<file path="config.mk">
export PLATFORM = sky130hd
export DESIGN_NAME = mod_exp_ctrl
export DESIGN_NICKNAME = d
export VERILOG_FILES = /design/src/rtl/mod_exp_ctrl.sv
export SDC_FILE = /design/constraint.sdc
export NUM_CORES = 2
export LEC_CHECK = 0
export CAP_MARGIN = 20
export CORE_AREA = 2 2 528 530
export CTS_BUF_LIST = sky130_fd_sc_hd__clkbuf_16
export CTS_CLUSTER_SIZE = 14
export DETAILED_ROUTE_END_ITERATION = 7
export DIE_AREA = 0 0 530 532
export GPL_ROUTABILITY_DRIVEN = 0
export GPL_TIMING_DRIVEN = 0
export MAX_ROUTING_LAYER = met4
export PLACE_DENSITY = 0.4
export SYNTH_ARGS = -nofsm -noshare
export SYNTH_HDL_FRONTEND = slang
export SYNTH_SLANG_ARGS = --single-unit
</file>
<file path="constraint.sdc">
create_clock -name clk -period 3.5 [get_ports clk]
set_input_delay 0.35 -clock clk [delete_from_list [all_inputs] [get_ports clk]]
set_output_delay 0.35 -clock clk [all_outputs]
set_load 0.1 [all_outputs]
</file>
<file path="src/rtl/mod_exp_ctrl.sv">
// Left-to-right binary modular exponentiation sequencer driving a Montgomery
// multiplier. Holds the Montgomery-domain accumulator and issues one square per
// exponent bit from the leading '1' down to bit 0, plus one multiply per '1' bit.
//
// state   | meaning
// --------+-----------------------------------------------------------------
// IDLE    | waiting for start; operands captured on acceptance
// SCAN    | skipping leading zeros of the exponent, one bit per cycle
// GAP     | waiting for two consecutive idle cycles so the multiplier re-arms
// ISSUE   | loading multiplier operands and raising mm_start
// ACK     | holding mm_start until the multiplier drops mm_done
// WAIT    | waiting for the product; operands held stable
// NEXT    | deciding between multiply, next square, or finish
// FIN     | one-cycle done pulse
module mod_exp_ctrl #(
    parameter int K    = 192,
    parameter int LOGK = 8
) (
    input  logic         clk,
    input  logic         reset,
    input  logic         start,
    input  logic [K-1:0] base_m,
    input  logic [K-1:0] one_m,
    input  logic [K-1:0] exp,
    output logic         busy,
    output logic         done,
    output logic [K-1:0] result,
    output logic [K-1:0] mm_x,
    output logic [K-1:0] mm_y,
    output logic         mm_start,
    input  logic [K-1:0] mm_z,
    input  logic         mm_done
);

    typedef enum logic [2:0] {
        S_IDLE, S_SCAN, S_GAP, S_ISSUE, S_ACK, S_WAIT, S_NEXT, S_FIN
    } state_t;

    typedef enum logic {OP_SQ, OP_MUL} op_t;

    state_t          state_q, state_d;
    op_t             op_q, op_d;
    logic [K-1:0]    acc_q, acc_d;
    logic [K-1:0]    base_q, base_d;
    logic [K-1:0]    e_q, e_d;
    logic [LOGK-1:0] bits_q, bits_d;
    logic [1:0]      gap_q, gap_d;
    logic            busy_q, busy_d;
    logic            done_q, done_d;
    logic [K-1:0]    result_q, result_d;
    logic [K-1:0]    mm_x_q, mm_x_d;
    logic [K-1:0]    mm_y_q, mm_y_d;
    logic            mm_start_q, mm_start_d;

    // State and datapath registers with synchronous reset
    always_ff @(posedge clk) begin
        if (reset) begin
            state_q    <= S_IDLE;
            op_q       <= OP_SQ;
            acc_q      <= '0;
            base_q     <= '0;
            e_q        <= '0;
            bits_q     <= '0;
            gap_q      <= '0;
            busy_q     <= 1'b0;
            done_q     <= 1'b0;
            result_q   <= '0;
            mm_x_q     <= '0;
            mm_y_q     <= '0;
            mm_start_q <= 1'b0;
        end else begin
            state_q    <= state_d;
            op_q       <= op_d;
            acc_q      <= acc_d;
            base_q     <= base_d;
            e_q        <= e_d;
            bits_q     <= bits_d;
            gap_q      <= gap_d;
            busy_q     <= busy_d;
            done_q     <= done_d;
            result_q   <= result_d;
            mm_x_q     <= mm_x_d;
            mm_y_q     <= mm_y_d;
            mm_start_q <= mm_start_d;
        end
    end

    // Next-state and register-update logic
    always_comb begin
        state_d    = state_q;
        op_d       = op_q;
        acc_d      = acc_q;
        base_d     = base_q;
        e_d        = e_q;
        bits_d     = bits_q;
        gap_d      = gap_q;
        busy_d     = busy_q;
        done_d     = 1'b0;
        result_d   = result_q;
        mm_x_d     = mm_x_q;
        mm_y_d     = mm_y_q;
        mm_start_d = mm_start_q;

        case (state_q)
            S_IDLE: begin
                if (start) begin
                    base_d  = base_m;
                    e_d     = exp;
                    acc_d   = one_m;
                    bits_d  = LOGK'(K);
                    busy_d  = 1'b1;
                    state_d = S_SCAN;
                end
            end
            S_SCAN: begin
                if (e_q[K-1]) begin
                    op_d    = OP_SQ;
                    gap_d   = 2'd0;
                    state_d = S_GAP;
                end else if (bits_q == LOGK'(1)) begin
                    // zero exponent: the Montgomery one is the answer, no multiplier use
                    result_d = acc_q;
                    done_d   = 1'b1;
                    busy_d   = 1'b0;
                    state_d  = S_FIN;
                end else begin
                    e_d    = {e_q[K-2:0], 1'b0};
                    bits_d = bits_q - LOGK'(1);
                end
            end
            S_GAP: begin
                if (!mm_done) begin
                    gap_d = 2'd0;
                end else if (gap_q == 2'd1) begin
                    gap_d   = 2'd0;
                    state_d = S_ISSUE;
                end else begin
                    gap_d = gap_q + 2'd1;
                end
            end
            S_ISSUE: begin
                mm_x_d     = acc_q;
                mm_y_d     = (op_q == OP_SQ) ? acc_q : base_q;
                mm_start_d = 1'b1;
                state_d    = S_ACK;
            end
            S_ACK: begin
                if (!mm_done) begin
                    mm_start_d = 1'b0;
                    state_d    = S_WAIT;
                end
            end
            S_WAIT: begin
                if (mm_done) begin
                    acc_d   = mm_z;
                    state_d = S_NEXT;
                end
            end
            S_NEXT: begin
                if (op_q == OP_SQ && e_q[K-1]) begin
                    op_d    = OP_MUL;
                    state_d = S_GAP;
                end else if (bits_q == LOGK'(1)) begin
                    result_d = acc_q;
                    done_d   = 1'b1;
                    busy_d   = 1'b0;
                    state_d  = S_FIN;
                end else begin
                    e_d     = {e_q[K-2:0], 1'b0};
                    bits_d  = bits_q - LOGK'(1);
                    op_d    = OP_SQ;
                    state_d = S_GAP;
                end
            end
            S_FIN: begin
                state_d = S_IDLE;
            end
            default: begin
                state_d = S_IDLE;
            end
        endcase
    end

    assign busy     = busy_q;
    assign done     = done_q;
    assign result   = result_q;
    assign mm_x     = mm_x_q;
    assign mm_y     = mm_y_q;
    assign mm_start = mm_start_q;

endmodule

</file>
==> impl_metrics.json <==
{
  "coreArea_mm2": 0.276,
  "drt-total-wl_mm": 300,
  "cts_made_buffers": 146,
  "max_freq_ghz": 0.307,
  "ir_drop_mv": 0.364,
  "r2r-end": "acc_q[37]",
  "h-tree-depth": 4,
  "cp_max_fo": 11,
  "syn_inst": 5527,
  "antenna_found_initial": 93,
  "rr_worst_depth": 9,
  "worstHoldPathType": "in2reg",
  "synth-main-ff-cell": "dfxtp_1",
  "power_density_mw_per_mm2": 789,
  "grt-ovfl-total": 0,
  "clock_latency_ps": 780,
  "cts_tree": "done",
  "areaGrowthSynthToFinish_pct": 52.2,
  "p_leak_nw": 24.7,
  "die-area_mm2": 0.282,
  "fillers": 29803,
  "synth_nets": 6301,
  "finalSetupViolCount": 0,
  "grt_util_all_layers_pct": 21.0,
  "clk_path_buf_depth": 3,
  "die_h_um": 532,
  "hp-start": "base_m[49]",
  "grt_start_max_net_pins": 17,
  "hold_viol": 0,
  "startpoint_type": "register",
  "path_clk_slew_ps": 60,
  "busiest_layer": "met2",
  "ys_seq_area_share_pct": 48.7,
  "min_to": "base_q[49]",
  "rsz0062_at_grt": "no",
  "slew_headroom_pct": 19.1,
  "final.setup_skew_ps": 43.9,
  "synth-edff-count": 0,
  "io_buffers": 1349,
  "max_cap_viol_count": 0,
  "r2r_setup_slack_ps": 240,
  "worst-setup-path-type": "reg2reg",
  "final-max-slew-violation-count": 0,
  "place_ws_ps": -414,
  "first_iter_violations": 3268,
  "yosysUniqueCellTypes": 65,
  "fin_ws_ps": 238,
  "drc_errors": 0,
  "wl_per_cell_um": 27.3,
  "grt_pass1_wl_mm": 402,
  "cp-end-kind": "register",
  "postCtsSetupRepairBufs": 0,
  "status": "completed",
  "vias": 49239,
  "timing.rr.start": "state_q[2]",
  "nNetsFinal": 7899,
  "hpwl_mm": 244,
  "grt_util_met3_pct": 4.80,
  "dr.pass1.iters": 7,
  "netlist_area_mm2": 0.0480,
  "avgSynthCellArea_um2": 8.69,
  "post-route-period-util_pct": 93.2,
  "critPathArrivalTime_ps": 3980,
  "rows": 193,
  "yosys_warnings": 0,
  "period_minus_slack_ps": 3260,
  "critPathRequiredTime_ps": 4220,
  "gr-usage-met2_pct": 34.2,
  "synth_seq_cells": 1169,
  "final_antenna_net_count": 0,
  "ios": 1351,
  "routed_via_density": 4.48,
  "die_x_um": 530,
  "clock_sinks": 1169,
  "power.total_w": 0.0577,
  "grt_pass1_vias": 48561,
  "start_util_pct": 17.4,
  "met1_usage_pct": 25.5,
  "drive_gt1_share_pct": 8.11,
  "tightest_slew_ps": 1210,
  "clockRootBuffer": "clkbuf_16",
  "min_path_cells": 3,
  "async_reset_ff_share_pct": 0
}
power breakdown:
part / leakage (nW) / total (W) / internal (W) / switching, W
Clock: 2.44 / 0.0153 / 0.00866 / 0.00662
Sequential: 9.54 / 0.0186 / 0.0160 / 0.00260
Combinational: 12.7 / 0.0238 / 0.00709 / 0.0167
cell usage in the layout, fill, tap and decap left out, drive strengths merged, types with 3 or more instances in the layout:
cell / count
a211oi: 574
nor4b: 4
a31oi: 3
bufinv: 12
nor2b: 6
a21oi: 588
dfxtp: 1169
clkdlybuf4s50: 1349
mux2i: 385
nor2: 587
nand2b: 5
or3: 5
a221oi: 190
nor3b: 4
buf: 253
o21ai: 393
clkinvlp: 3
or4: 4
inv: 43
nor3: 7
nand2: 778
diode: 53
o31ai: 3
clkbuf: 579
clkinv: 59
nand3: 196
per-stage QoR:
| stage | area [um2] | TNS, ps | hold slack (ps) | std cells | utilization [%] |
|---|---|---|---|---|---|
| final | 73100 | 0 | 87.8 | 10997 | 26.5 |
| after global routing | 73100 | 0 | 52.6 | 10986 | 26.5 |
| after CTS | 72900 | 0 | 0.715 | 10942 | 26.4 |
| after detailed placement | 68200 | -68700 | 446 | 10680 | 24.7 |
| after global placement | 66200 | -1166510 | 442 | 10581 | 24.0 |
| after floorplan | 48000 | 0 | 436 | 5527 | - |
cells by family (layout without fill, tap and decap cells):
kind of cell               Yosys count  count (layout)  share of synthesized area [%]
AOI/OAI and AO/OA                 1771            1771                           24.4
xor gates and xnor gates             1               1                         0.0182
adders and majority gates            2               2                         0.0521
buffers and inverters              588            2300                           5.17
DFF                               1169            1169                           48.7
muxes                              385             385                           8.02
other                                0              53                              0
and+or+nand+nor                   1611            1611                           13.6
final cells by class:
type | instances | area (um2) | area share, %
clock inverter | 114 | 1070 | 1.46
inverter | 3 | 11.3 | 0.0154
clock buffer | 148 | 3700 | 5.06
buffer | 585 | 2520 | 3.45
tap | 3705 | 4640 | 6.34
timing repair buffer | 1450 | 15500 | 21.2
multi-input combinational | 3770 | 22200 | 30.3
sequential | 1169 | 23400 | 32.0
antenna | 53 | 133 | 0.181
worst max path at each step:
stage | from | to | slack [ps] | cells after the start
after floorplan | bits_q[2] | e_q[100] | 1370 | 9
after global placement | op_q | result[131] | -1990 | 7
after detailed placement | start | base_q[184] | -410 | 7
after CTS | state_q[1] | base_q[186] | 20 | 7
after global routing | state_q[1] | acc_q[12] | 2 | 7
final | state_q[2] | acc_q[37] | 240 | 9
critical path, stage by stage (launching register included):
cell	delay [ps]
dfxtp_1	290
buf_2	170
buf_2	190
or3b_2	480
a21oi_2	560
buf_8	210
buf_2	530
buf_2	430
nor2_1	80
a211oi_1	200
cells in the mapped netlist (3+ instances only):
cell type	n	share of area, %
a211oi_1	574	9.0
a21oi_1	586	6.1
a221oi_1	90	1.6
a221oi_2	100	3.1
a31oi_1	3	0.039
buf_1	11	0.086
buf_2	121	1.3
buf_4	7	0.11
buf_6	11	0.26
clkbuf_1	434	3.4
dfxtp_1	1169	49
inv_1	3	0.023
mux2i_1	385	8.0
nand2_1	777	6.1
nand2b_1	5	0.065
nand3_1	196	2.0
nor2_1	587	4.6
nor2b_1	6	0.078
nor3_1	5	0.052
nor3b_1	4	0.063
o21ai_0	393	4.1
o31ai_1	3	0.047
or3_1	5	0.065
or4_1	4	0.063
routing by layer:
| layer | share of wire [%] | up-vias |
|---|---|---|
| li1 | - | 23055 |
| met1 | 43 | 24032 |
| met2 | 47 | 1805 |
| met3 | 6.8 | 347 |
| met4 | 3.0 | 0 |
| met5 | 0 | - |
sequential cells by signal, indices dropped and copies added, names as in the netlist, 2 cells and up:
register  cells
acc_q       192
base_q      192
e_q         192
mm_x        192
mm_y        192
result      192
bits_q        8
state_q       3
gap_q         2
what timing repair did:
action | CTS | global route
resized for setup | 1 | 16
setup endpoints to repair | 4 | 21
hold buffers | 0 | 0
pin swaps | 0 | 0
No activity file was read; power rests on OpenSTA's default activity.
